## config.mk

```make
export PLATFORM = sky130hd
export DESIGN_NAME = ins_fetch_sched
export DESIGN_NICKNAME = d
export VERILOG_FILES = /design/src/rtl/ins_fetch_sched.sv
export SDC_FILE = /design/constraint.sdc
export NUM_CORES = 1
export LEC_CHECK = 0
export CORE_ASPECT_RATIO = 0.5
export CORE_UTILIZATION = 45
export DETAILED_ROUTE_END_ITERATION = 10
export PLACE_DENSITY = 0.74
export SETUP_SLACK_MARGIN = 0.4
export SYNTH_ARGS = -nofsm -noshare
export SYNTH_HDL_FRONTEND = slang
export SYNTH_SLANG_ARGS = --single-unit
export TNS_END_PERCENT = 1
```

## constraint.sdc

```tcl
create_clock -name CLK -period 3.84 [get_ports CLK]
set_input_delay 0.576 -clock CLK [delete_from_list [all_inputs] [get_ports CLK]]
set_output_delay 0.576 -clock CLK [all_outputs]
set_load 0.02 [all_outputs]
```

## src/rtl/ins_fetch_sched.sv

```systemverilog
// ins_fetch_sched: shares one async SRAM port between instruction prefetch into a FWFT FIFO
// and loader writes. Define INS_FETCH_LOOP_EN to restart at BASE_ADDR on an END word.
module ins_fetch_sched #(
  parameter int ADDR_W      = 18,
  parameter int WAIT_CYCLES = 2,
  parameter int FIFO_DEPTH  = 4,
  parameter logic [ADDR_W-1:0] BASE_ADDR = '0
) (
  input  logic              CLK,
  input  logic              RST,
  input  logic              START,
  output logic [15:0]       INS_DATA,
  output logic              INS_VALID,
  input  logic              INS_READY,
  output logic              PLAYING,
  output logic              DONE,
  input  logic              WR_REQ,
  input  logic [ADDR_W-1:0] WR_ADDR,
  input  logic [15:0]       WR_DATA,
  output logic              WR_ACK,
  output logic [ADDR_W-1:0] SRAM_A,
  output logic [15:0]       SRAM_DQ_O,
  output logic              SRAM_DQ_OE,
  input  logic [15:0]       SRAM_D,
  output logic              SRAM_WE,
  output logic              SRAM_OE
);
  localparam int WC_W  = (WAIT_CYCLES < 1) ? 1 : $clog2(WAIT_CYCLES + 1);
  localparam int PTR_W = (FIFO_DEPTH < 2) ? 1 : $clog2(FIFO_DEPTH);
  localparam int CNT_W = (FIFO_DEPTH < 2) ? 2 : $clog2(FIFO_DEPTH + 1);
  localparam logic [WC_W-1:0]  LAST_WC = WC_W'(WAIT_CYCLES);
  localparam logic [CNT_W-1:0] DEPTH_C = CNT_W'(FIFO_DEPTH);

`ifdef INS_FETCH_LOOP_EN
  localparam bit LOOP_EN = 1'b1;
`else
  localparam bit LOOP_EN = 1'b0;
`endif

  if (WAIT_CYCLES < 1) begin : gBadWait
    $error("ins_fetch_sched: WAIT_CYCLES must be >= 1");
  end
  if (FIFO_DEPTH < 2 || (FIFO_DEPTH & (FIFO_DEPTH - 1)) != 0) begin : gBadDepth
    $error("ins_fetch_sched: FIFO_DEPTH must be a power of 2 and >= 2");
  end

  typedef enum logic [1:0] {IDLE, RD, WR, HALT} stateT;

  stateT             state, stateNext;
  logic [WC_W-1:0]   wcnt;
  logic [ADDR_W-1:0] pc;
  logic              playing, done, halted, haltedNext, discard, prefRead;
  logic              grantRd, grantWr, accessEnd, readOk, wordEnd, rdEnd, push, pop;
  logic [15:0]       fifoMem [FIFO_DEPTH];
  logic [PTR_W-1:0]  wrPtr, rdPtr;
  logic [CNT_W-1:0]  count;

  // Arbitration only runs between accesses, so no read is ever in flight when it is evaluated.
  assign readOk     = playing && !START && (count < DEPTH_C);
  assign wordEnd    = (SRAM_D[15:12] == 4'h0);
  assign rdEnd      = (state == RD) && accessEnd;
  assign push       = rdEnd && !discard && !START && !(wordEnd && LOOP_EN);
  assign pop        = INS_VALID && INS_READY;
  assign haltedNext = START ? 1'b0 : (halted || (rdEnd && !discard && wordEnd && !LOOP_EN));

  always_ff @(posedge CLK) begin
    if (RST) begin
      state <= IDLE;
      wcnt  <= '0;
    end else begin
      state <= stateNext;
      wcnt  <= ((state == RD || state == WR) && !accessEnd) ? wcnt + 1'b1 : '0;
    end
  end

  always_comb begin
    stateNext  = state;
    grantRd    = 1'b0;
    grantWr    = 1'b0;
    accessEnd  = 1'b0;
    SRAM_A     = '0;
    SRAM_OE    = 1'b1;
    SRAM_WE    = 1'b1;
    SRAM_DQ_OE = 1'b0;
    WR_ACK     = 1'b0;
    case (state)
      IDLE, HALT: begin
        // Write wins unless the previous access was a write and a read is also pending.
        if (WR_REQ && !(readOk && prefRead)) grantWr = 1'b1;
        else if (readOk)                     grantRd = 1'b1;
        if (grantWr)      stateNext = WR;
        else if (grantRd) stateNext = RD;
        else              stateNext = haltedNext ? HALT : IDLE;
      end
      RD: begin
        SRAM_A  = pc;
        SRAM_OE = 1'b0;
        if (wcnt == LAST_WC) begin
          accessEnd = 1'b1;
          stateNext = haltedNext ? HALT : IDLE;
        end
      end
      WR: begin
        SRAM_A     = WR_ADDR;
        SRAM_DQ_OE = 1'b1;
        SRAM_WE    = (wcnt == '0);
        if (wcnt == LAST_WC) begin
          WR_ACK    = 1'b1;
          accessEnd = 1'b1;
          stateNext = haltedNext ? HALT : IDLE;
        end
      end
      default: stateNext = IDLE;
    endcase
  end

  always_ff @(posedge CLK) begin
    if (RST) begin
      pc       <= BASE_ADDR;
      playing  <= 1'b0;
      done     <= 1'b0;
      halted   <= 1'b0;
      discard  <= 1'b0;
      prefRead <= 1'b0;
    end else begin
      halted  <= haltedNext;
      discard <= (state == RD) && !accessEnd && (discard || START);
      if (accessEnd)
        prefRead <= (state == WR);
      else if ((state == IDLE || state == HALT) && !grantWr && !grantRd)
        prefRead <= 1'b0;
      if (START) begin
        pc      <= BASE_ADDR;
        playing <= 1'b1;
        done    <= 1'b0;
      end else begin
        if (rdEnd && !discard) begin
          if (wordEnd && LOOP_EN) pc <= BASE_ADDR;
          else                    pc <= pc + 1'b1;
          if (wordEnd && !LOOP_EN) playing <= 1'b0;
        end
        if (pop && INS_DATA[15:12] == 4'h0 && !LOOP_EN) done <= 1'b1;
      end
    end
  end

  always_ff @(posedge CLK) begin
    if (RST || START) begin
      wrPtr <= '0;
      rdPtr <= '0;
      count <= '0;
    end else begin
      if (push) wrPtr <= wrPtr + 1'b1;
      if (pop)  rdPtr <= rdPtr + 1'b1;
      count <= count + CNT_W'(push) - CNT_W'(pop);
    end
  end

  always_ff @(posedge CLK) begin
    if (push) fifoMem[wrPtr] <= SRAM_D;
  end

  assign INS_VALID = (count != '0);
  assign INS_DATA  = INS_VALID ? fifoMem[rdPtr] : 16'h0;
  assign PLAYING   = playing;
  assign DONE      = done;
  assign SRAM_DQ_O = WR_DATA;

endmodule

```

==> impl_metrics.py <==
metrics = {
    "finish": {
        "drive_above_1_share_pct": 8.72,
        "syn_to_final_growth_pct": 24.2,
        "final_cell_area_um2": 5530,
        "nNetsFinal": 475,
        "antenna_cells": 0,
    },
    "routing": {
        "first_pass_iters": 4,
        "wl_um": 8570,
        "drtIter0Drc": 106,
        "dr_total_vias": 2886,
        "drc_errors": 0,
        "wl_per_cell_um": 15.6,
        "viasPerCell": 5.27,
        "detail-route-antenna-nets": 0,
    },
    "sta": {
        "fin_crit_ps": 2970,
        "finalHoldViolations": 0,
        "fmax_ghz": 0.337,
        "drv_slew": 0,
        "fin_setup_tns_ps": 0,
        "rsz0062_at_grt": "false",
        "finalClockSkew_ps": 11.3,
        "worst_pin_slew_ps": 822,
        "setup_viol": 0,
        "fin_crit_sh_pct": 77.2,
        "slew_headroom_pct": 45.2,
    },
    "floorplanning": {
        "num_rows": 25,
        "initial_core_util_pct": 46.7,
        "dieArea_um2": 10300,
        "die_h_um": 72.3,
        "die_w_um": 143,
        "ios": 112,
        "core_area_um2": 9540,
    },
    "setup_path": {
        "critical_path.max_fanout": 22,
        "cp.arrival_ps": 2390,
        "crit_path_end_kind": "output port",
        "crit_type": "reg2out",
        "cp-start-kind": "flop",
        "cpPeakStageDelay_ps": 680,
        "path_cells": "inv_1, ha_1, a22oi_1, nor2_1, clkdlybuf4s50_1",
        "crit_required_ps": 3260,
        "slowest_stage": "ha_1",
    },
    "placed_design": {
        "postPlaceCellArea_um2": 5220,
        "portBuffers": 79,
        "gp_congestion": 0.781,
        "dp_hpwl_um": 5740,
    },
    "power": {
        "internal-power_mw": 1.74,
        "comb_power_share_pct": 7.2,
        "power.clock.fraction_pct": 41.3,
        "seqPwrFrac_pct": 51.4,
        "p_leak_nw": 1.79,
        "power.switching_mw": 0.496,
        "swShare_pct": 22.2,
        "ir_drop_mv": 0.329,
        "power_density_nw_per_um2": 404,
    },
    "synth": {
        "synth_area_leaders": "edfxtp_1 43%, dfxtp_1 16%, mux4_2 8.1%, nor2_1 3.5%, and2_1 3.2%",
        "synth_flop_cell": "edfxtp_1",
        "netlist_area_um2": 4450,
        "postSynthAreaPerCell_um2": 12.6,
        "async_flop_share_pct": 0,
        "syn-num-nets": 420,
        "synth_top_cell_area_share_pct": 43.2,
        "synth_cell_type_count": 38,
        "yosysTopAreaCell": "edfxtp_1",
        "synth_seq_area_share_pct": 59.3,
        "yosys_warnings": 0,
        "netlist_instances": 353,
        "synth_edf_count": 64,
        "ys_ff_latch": 100,
    },
    "cts": {
        "clockBufferDepth": 2,
        "post_cts_buffers": 0,
        "post_cts_resized": 0,
        "cts_hold_buf": 0,
        "clk_pin_slew_worst_paths_ps": 70,
        "root_buffer": "clkbuf_16",
        "cts_num_sinks": 100,
        "clk_latency_ps": 350,
        "tritoncts": "yes",
        "htree_levels": 3,
        "cts_buffers": 9,
    },
    "global_route": {
        "grt_antenna_before_repair": 0,
        "grt-ovfl-total": 0,
        "grt_pass1_wl_um": 13800,
        "grt_use_total_pct": 18.0,
        "first_global_vias": 2754,
        "grt_max_degree": 29,
    },
    "outcome": {
        "status": "finished, final reports clean",
    },
    "hold_path": {
        "hold_class": "reg2reg",
    },
    "job": {
        "maxCapViolations": 0,
    },
}
[placed cells by master, fill, tap and decap left out, drive strengths merged, types with 2 or more instances in the layout]
master and instances:
nand3 5, nand2 10, nor4 4, a22oi 18
xor2 9, nor2 41, and3 4, xnor2 4
nor3b 2, nand2b 2, buf 2, nor2b 2
and4 2, o21ai 4, inv 16, and2 23
o31ai 6, nand4 6, or4 6, o21a 2
clkdlybuf4s50 79, edfxtp 64, clkbuf 9, or3 3
dfxtp 36, mux4 16, ha 11, a21oi 15
[sequential cells by signal, indices dropped and copies added, names as in the netlist, named ones only]
| register | cells |
|---|---|
| wrPtr | 2 |
| wcnt | 2 |
| DONE | 1 |
| halted | 1 |
| count | 3 |
| prefRead | 1 |
| pc | 18 |
| state | 2 |
| PLAYING | 1 |
| discard | 1 |
| fifoMem | 64 |
| rdPtr | 2 |
[critical path, delay by kind of cell (launching register included)]
family,cells,cell delay (ps)
flip-flops,1,320
buffers and inverters,2,700
AO/OA/AOI/OAI,1,200
AND/OR/NAND/NOR,1,140
adder cells (fa/ha/maj),1,680
[final timing paths]
check | from | end | slack (ps) | cells past startpoint
hold / removal | wcnt[0] | wcnt[0] | 430 | 1
setup reg to reg | state[0] | pc[14] | 980 | 7
hold reg to reg | wcnt[0] | wcnt[0] | 430 | 1
setup / recovery | state[0] | SRAM_A[16] | 870 | 5
[Yosys cell counts, drive strengths merged, types with 3 or more instances]
cell and number:
edfxtp 64, nor2 41, dfxtp 36, and2 23
buf 22, a22oi 18, mux4 16, a21oi 15
clkbuf 15, inv 12, ha 11, nand2 10
xor2 9, nand4 6, o31ai 6, or4 6
nand3 5, and3 4, nor4 4, o21ai 4
xnor2 4, or3 3
[kinds of logic (layout without fill, tap and decap cells)]
family / count (synthesis) / after routing / synth area share (%)
and+or+nand+nor: 113 / 113 / 13.4
DFF: 100 / 100 / 59.3
adders and majority gates: 12 / 12 / 3.54
xor gates and xnor gates: 13 / 13 / 2.56
muxes: 17 / 17 / 8.32
buffers and inverters: 49 / 109 / 5.59
AOI/OAI and AO/OA: 49 / 49 / 7.25
[routing by layer]
| layer | wire [um] | part of all wire (%) | global-route usage, % | vias to the layer above |
|---|---|---|---|---|
| li1 | - | - | - | 1385 |
| met1 | 3910 | 46 | 23.0 | 1377 |
| met2 | 3920 | 46 | 29.3 | 98 |
| met3 | 579 | 6.8 | 5.08 | 26 |
| met4 | 160 | 1.9 | 7.05 | 0 |
| met5 | 0 | 0 | 0 | - |
[per-stage QoR]
step	hold slack, ps	total power [mW]	util (%)	setup slack, ps	std cells
finish	426	2.23	58.0	874	548
global route	456	2.30	58.0	687	548
CTS	429	2.25	58.0	852	548
detailed placement	412	1.34	54.8	1010	532
floorplan	395	1.28	-	1440	353
global placement	414	1.33	54.8	1110	532
[final cells by class]
cell class,instances,area (um^2)
clock buffers,9,225
well taps,135,169
fillers,774,4010
clock inverters,7,80.1
repair buffers,81,806
inverters,12,45.0
multi-input cells,204,1560
flip-flops and latches,100,2640
[power by group through the flow]
stage               Combinational (mW)  Clock, mW  Sequential, mW
floorplan                        0.103          0            1.17
global placement                 0.160          0            1.17
detailed placement               0.163          0            1.17
CTS                              0.164      0.939            1.15
global route                     0.175      0.980            1.15
finish                           0.162      0.923            1.15
Note: power is estimated with default switching activity, not from simulation.
